===== config.mk =====
export PLATFORM = sky130hd
export DESIGN_NAME = neuron_seq_flat
export DESIGN_NICKNAME = d
export VERILOG_FILES = /design/src/rtl/nn_pkg.sv /design/src/rtl/neuron_seq_if.sv /design/src/rtl/neuron_seq.sv /design/src/flat_wrapper.sv
export SDC_FILE = /design/constraint.sdc
export NUM_CORES = 1
export LEC_CHECK = 0
export BUFFER_PORTS_ARGS = -buffer_cell sky130_fd_sc_hd__buf_2
export CAP_MARGIN = 10
export CORE_ASPECT_RATIO = 1.5
export CORE_UTILIZATION = 40
export DETAILED_ROUTE_END_ITERATION = 8
export HOLD_SLACK_MARGIN = 0.08
export PLACE_DENSITY = 0.68
export REMOVE_ABC_BUFFERS = 1
export SETUP_SLACK_MARGIN = 0.1
export SLEW_MARGIN = 5
export SYNTH_ARGS = -nofsm -noshare
export SYNTH_HDL_FRONTEND = slang
export SYNTH_SLANG_ARGS = --single-unit
export TNS_END_PERCENT = 1

===== constraint.sdc =====
create_clock -name clk -period 1.9 [get_ports clk]
set_clock_uncertainty 0.05 [all_clocks]
set_input_delay 0.285 -clock clk [delete_from_list [all_inputs] [get_ports clk]]
set_output_delay 0.285 -clock clk [all_outputs]
set_load 0.005 [all_outputs]

===== src/rtl/nn_pkg.sv =====
// Shared constants for the binarized neuron datapath.
// State codes, ALU opcodes and the default accumulator width.
package nn_pkg;

  localparam int ACC_W = 12;

  localparam logic [1:0] ST_IDLE  = 2'd0;
  localparam logic [1:0] ST_ACCUM = 2'd1;
  localparam logic [1:0] ST_DONE  = 2'd2;

  localparam logic ALU_OP_ADD1 = 1'b0;
  localparam logic ALU_OP_SUB1 = 1'b1;

endpackage


===== src/rtl/neuron_seq_if.sv =====
// Input-pair and result handshakes of neuron_seq.
// master: pair source / result sink; slave: neuron_seq.
interface neuron_seq_if #(
  parameter int ACC_W = nn_pkg::ACC_W
) ();

  logic                    in_valid;
  logic                    in_ready;
  logic                    in_x;
  logic                    in_w;
  logic                    out_valid;
  logic                    out_ready;
  logic signed [ACC_W-1:0] out_data;

  modport master (
    output in_valid, in_x, in_w, out_ready,
    input  in_ready, out_valid, out_data
  );

  modport slave (
    input  in_valid, in_x, in_w, out_ready,
    output in_ready, out_valid, out_data
  );

endinterface


===== src/rtl/neuron_seq.sv =====
// Sequencer + accumulator closing the loop around an add1/sub1 ALU.
// Ports: clk, rst_n, start, [bias], io (pairs/result), alu_*, busy.
// Macro NEURON_SEQ_BIAS_LOAD_EN adds bias preload on start.
module neuron_seq #(
  parameter int ACC_W = nn_pkg::ACC_W,
  parameter int N_IN  = 16,
  parameter int CNT_W = 10
) (
  input  logic                    clk,
  input  logic                    rst_n,
  input  logic                    start,
`ifdef NEURON_SEQ_BIAS_LOAD_EN
  input  logic signed [ACC_W-1:0] bias,
`endif
  neuron_seq_if.slave             io,
  output logic                    alu_in_a_lsb,
  output logic signed [ACC_W-1:0] alu_in_b,
  output logic                    alu_op,
  input  logic signed [ACC_W-1:0] alu_out,
  output logic                    busy
);

  import nn_pkg::*;

  typedef enum logic [1:0] {
    S_IDLE  = ST_IDLE,
    S_ACCUM = ST_ACCUM,
    S_DONE  = ST_DONE
  } state_t;

  localparam logic [CNT_W-1:0] LAST = CNT_W'(N_IN - 1);

  state_t                  state;
  logic signed [ACC_W-1:0] acc;
  logic [CNT_W-1:0]        cnt;
  logic                    accept;
  logic signed [ACC_W-1:0] load_val;

`ifdef NEURON_SEQ_BIAS_LOAD_EN
  assign load_val = bias;
`else
  assign load_val = '0;
`endif

  assign accept = (state == S_ACCUM) && io.in_valid;

  always_ff @(posedge clk or negedge rst_n) begin
    if (!rst_n) begin
      state <= S_IDLE;
      acc   <= '0;
      cnt   <= '0;
    end else begin
      unique case (state)
        S_IDLE: begin
          if (start) begin
            acc   <= load_val;
            cnt   <= '0;
            state <= S_ACCUM;
          end
        end
        S_ACCUM: begin
          if (accept) begin
            acc <= alu_out;
            cnt <= cnt + 1'b1;
            if (cnt == LAST)
              state <= S_DONE;
          end
        end
        S_DONE: begin
          if (io.out_ready)
            state <= S_IDLE;
        end
        default: state <= S_IDLE;
      endcase
    end
  end

  assign io.in_ready  = (state == S_ACCUM);
  assign io.out_valid = (state == S_DONE);
  assign io.out_data  = io.out_valid ? acc : '0;
  assign busy         = (state != S_IDLE);

  // Mismatch of activation and weight subtracts; idle cycles park on add1.
  assign alu_in_a_lsb = 1'b1;
  assign alu_in_b     = acc;
  assign alu_op       = accept ? (io.in_x ^ io.in_w) : ALU_OP_ADD1;

endmodule


===== src/flat_wrapper.sv =====
// flat-port wrapper written by rule: the top's interface ports become plain ports
module neuron_seq_flat import nn_pkg::*;
#(
  parameter int ACC_W = nn_pkg::ACC_W,
  parameter int N_IN  = 16,
  parameter int CNT_W = 10
)
  (clk, rst_n, start, alu_in_a_lsb, alu_in_b, alu_op, alu_out, busy, io_in_valid, io_in_x, io_in_w, io_out_ready, io_in_ready, io_out_valid, io_out_data);
  neuron_seq_if #(.ACC_W(ACC_W)) io_i ();
  input  logic clk;
  input  logic rst_n;
  input  logic start;
  output logic alu_in_a_lsb;
  output logic signed [ACC_W-1:0] alu_in_b;
  output logic alu_op;
  input  logic signed [ACC_W-1:0] alu_out;
  output logic busy;
  input wire logic [$bits(io_i.in_valid)-1:0] io_in_valid;
  input wire logic [$bits(io_i.in_x)-1:0] io_in_x;
  input wire logic [$bits(io_i.in_w)-1:0] io_in_w;
  input wire logic [$bits(io_i.out_ready)-1:0] io_out_ready;
  output wire logic [$bits(io_i.in_ready)-1:0] io_in_ready;
  output wire logic [$bits(io_i.out_valid)-1:0] io_out_valid;
  output wire logic [$bits(io_i.out_data)-1:0] io_out_data;
  assign io_i.in_valid = io_in_valid;
  assign io_i.in_x = io_in_x;
  assign io_i.in_w = io_in_w;
  assign io_i.out_ready = io_out_ready;
  assign io_in_ready = io_i.in_ready;
  assign io_out_valid = io_i.out_valid;
  assign io_out_data = io_i.out_data;
  neuron_seq #(.ACC_W(ACC_W), .N_IN(N_IN), .CNT_W(CNT_W)) u_core (.clk(clk), .rst_n(rst_n), .start(start), .io(io_i), .alu_in_a_lsb(alu_in_a_lsb), .alu_in_b(alu_in_b), .alu_op(alu_op), .alu_out(alu_out), .busy(busy));
endmodule

==> impl_metrics.env <==
export IMPL_status="completed"
export IMPL_fin_nets=182
export IMPL_post_route_min_period_ns=1.684
export IMPL_synth_area_mm2=0.001232
export IMPL_met3_usage=0.03101
export IMPL_grt_overflow=0
export IMPL_area_growth_pct=25.89
export IMPL_slew_headroom=0.6518
export IMPL_path_clk_slew_ns=0.08
export IMPL_post_route_cell_area_mm2=0.001551
export IMPL_vias_per_cell=5.360
export IMPL_tritoncts="built"
export IMPL_fin_crit_sh=0.8862
export IMPL_first_pass_iters=4
export IMPL_fmax_mhz=593.9
export IMPL_yosysSeqAreaShare=0.4873
export IMPL_cts_num_sinks=24
export IMPL_clk_path_buf_depth=2
export IMPL_drive_gt1_frac=0.3602
export IMPL_multi_input_area_um2=579.3
export IMPL_path_class="flip-flop to output port"
export IMPL_initial_core_util=0.4231
export IMPL_synth_warnings=0
export IMPL_finish_utilization=0.5326
export IMPL_synth_seq_cells=24
export IMPL_h_tree_depth=1
export IMPL_row_count=24
export IMPL_power_density_mw_per_mm2=959.4
export IMPL_cts_setup_buffers=0
export IMPL_dp_final_hpwl_um=1987
export IMPL_grt_use_met2=0.3029
export IMPL_worstPathArrival_ns=1.35
export IMPL_die_y_um=69.98
export IMPL_cts_made_buffers=3
export IMPL_ir_drop_uv=535.8
export IMPL_cp_end_kind="output port"
export IMPL_grt_first_pass_wirelength_um=4436
export IMPL_dr_total_vias=1072
export IMPL_antenna_found_initial=0
export IMPL_slew_viol_final=0
export IMPL_die_area_mm2=0.003311
export IMPL_critPathLaunchType="flip-flop"
export IMPL_drt_iter0_markers=12
export IMPL_grt_use_total=0.1800
export IMPL_drc=0
export IMPL_synth_cell_types=37
export IMPL_clock_latency_ns=0.26
export IMPL_hold_class="primary input to flip-flop"
export IMPL_syn_inst=115
export IMPL_rr_startpoint="u_core.state[1]"
export IMPL_placed_area_mm2=0.001485
export IMPL_rsz0062_at_grt="false"
export IMPL_p_leak_nw=0.7621
export IMPL_syn_avg_cell_area_um2=10.72
export IMPL_grt_start_max_net_pins=25
export IMPL_root_buffer="clkbuf_8"
export IMPL_core_area_mm2=0.002913
export IMPL_antenna_left=0
export IMPL_avgRoutedWirePerCell_um=12.83
export IMPL_crit_fanout=14
export IMPL_die_x_um=47.32
export IMPL_portBuffers=46
export IMPL_hold_start="alu_out[9]"
export IMPL_drt_total_wl_um=2565
export IMPL_cp_required_ns=1.56
export IMPL_gp_congestion=0.8683
export IMPL_antennaDiodeCount=0
export IMPL_seq_area_um2=601.8
export IMPL_fill_cells=268
export IMPL_hold_violations=0
export IMPL_use_met1=0.2149
export IMPL_cap_violations=0
export IMPL_crit_start="u_core.state[1]"
export IMPL_io_pins=48
export IMPL_grt_pass1_vias=1025
export IMPL_worst_pin_slew_ns=0.5223
export IMPL_fin_tns_setup_ns=0
export IMPL_top_usage_layer="met2"
export IMPL_setup_viol=0
## cell usage in the layout (no fill, tap or decap)
cell type and count:
a21oi_1 3, a22o_1 14, a311oi_1 1, and2_1 12
and3b_1 1, and4_1 1, buf_2 46, buf_4 2
clkbuf_8 4, conb_1 1, dfrtp_1 23, dfrtp_2 1
dlygate4sd3_1 1, ha_1 1, inv_1 3, mux2i_1 4
nand2_1 6, nand2b_1 4, nand3_1 4, nand3b_1 1
nand3b_4 1, nand4_1 1, nand4b_1 1, nor2_1 2
nor2_4 1, nor2b_1 2, nor3_1 2, nor3b_2 1
nor4_1 2, nor4b_1 1, o21ai_0 4, o311ai_0 2
o41ai_1 2, or2_2 1, or3_1 2, or3b_2 1
or4_1 1, xnor2_1 1
## final cells by class
cell class | instances | area share
inverter | 3 | 0.007258
timing repair buffer | 49 | 0.1645
multi-input combinational | 81 | 0.3734
tap | 39 | 0.03145
sequential | 24 | 0.3879
clock buffer | 4 | 0.03548
## per-stage QoR
stage / hold slack (ns) / cells / power (W) / setup WS, ns
finish: 0.1891 / 200 / 0.001489 / 0.2162
detailed placement: 0.2500 / 195 / 0.001161 / 0.3247
floorplan: -0.06059 / 108 / 0.0009917 / 0.4238
CTS: 0.1825 / 200 / 0.001507 / 0.1839
global route: 0.1816 / 200 / 0.001604 / 0.1059
global placement: 0.2381 / 195 / 0.001145 / 0.3809
## worst paths after layout
path	endpoint	slack [ns]	cells past startpoint
worst min register to register	u_core.alu_in_b[1]	0.47	1
max in group asynchronous	u_core.state[0]	0.95	2
worst max register to register	u_core.cnt[6]	0.36	3
worst min-delay path	u_core.alu_in_b[9]	0.19	2
worst max-delay path	io_out_data[11]	0.22	4
min in group asynchronous	u_core.cnt[8]	0.47	2
## sequential cells by signal (all words and copies together) (netlist names)
register         flops
u_core.alu_in_b     12
u_core.state         2
u_core.cnt          10
## timing repair
action | CTS | global route
resized for setup | 0 | 1
endpoints found under the hold margin | 24 | 0
setup endpoints to repair | 0 | 2
hold buffers | 1 | 0
## synthesized netlist by cell type
| library cell | count | share of area |
|---|---|---|
| nor4_1 | 2 | 0.010 |
| nand2_1 | 6 | 0.018 |
| nand4b_1 | 1 | 0.0071 |
| clkbuf_2 | 1 | 0.0041 |
| or4_1 | 1 | 0.0061 |
| a22o_1 | 14 | 0.099 |
| nor4b_1 | 1 | 0.0071 |
| dfrtp_1 | 24 | 0.49 |
| nand3_1 | 4 | 0.016 |
| nor2b_1 | 2 | 0.010 |
| and2_1 | 12 | 0.061 |
| o41ai_1 | 2 | 0.014 |
| conb_1 | 1 | 0.0030 |
| nand2b_1 | 4 | 0.020 |
| xnor2_1 | 1 | 0.0071 |
| nor2_4 | 1 | 0.0091 |
| clkbuf_1 | 1 | 0.0030 |
| a21oi_1 | 3 | 0.012 |
| mux2i_1 | 4 | 0.032 |
| o311ai_0 | 2 | 0.014 |
| and3b_1 | 1 | 0.0071 |
| buf_2 | 2 | 0.0081 |
| inv_1 | 3 | 0.0091 |
| ha_1 | 1 | 0.010 |
| and4_1 | 1 | 0.0071 |
| nand3b_4 | 1 | 0.016 |
| nor3b_2 | 1 | 0.010 |
| or3b_2 | 1 | 0.0071 |
| o21ai_0 | 4 | 0.016 |
| or2_2 | 1 | 0.0051 |
| a311oi_1 | 1 | 0.0071 |
| nor2_1 | 2 | 0.0061 |
| nand3b_1 | 1 | 0.0061 |
| nor3_1 | 2 | 0.0081 |
| or3_1 | 2 | 0.010 |
| nand4_1 | 1 | 0.0051 |
| buf_4 | 3 | 0.018 |
## where the power goes
group	switching (W)	internal (W)	leakage, nW
Sequential	0.000134	0.000633	0.300
Combinational	0.000183	0.000200	0.434
Clock	0.000154	0.000185	0.0288
## metal layers
metal | vias up | routed length [um]
met1 | 510 | 1033
met5 | - | 0
met2 | 44 | 1334
met4 | 0 | 39
met3 | 4 | 157
li1 | 514 | -
## critical path, cell delays in order (launching register included)
cell,delay [ns]
dfrtp_1,0.47
nor2b_1,0.17
buf_4,0.17
and2_1,0.16
buf_2,0.12
## kinds of logic after synthesis
| kind of cell | after synthesis | synth area share |
|---|---|---|
| simple gates | 48 | 0.2538 |
| other cells | 1 | 0.003043 |
| fa+ha+maj | 1 | 0.01015 |
| compound gates | 26 | 0.1635 |
| buf+inv | 10 | 0.04263 |
| xor+xnor | 1 | 0.007108 |
| flops | 24 | 0.4873 |
| mux | 4 | 0.03249 |
Power figures use the tool's default switching activity.
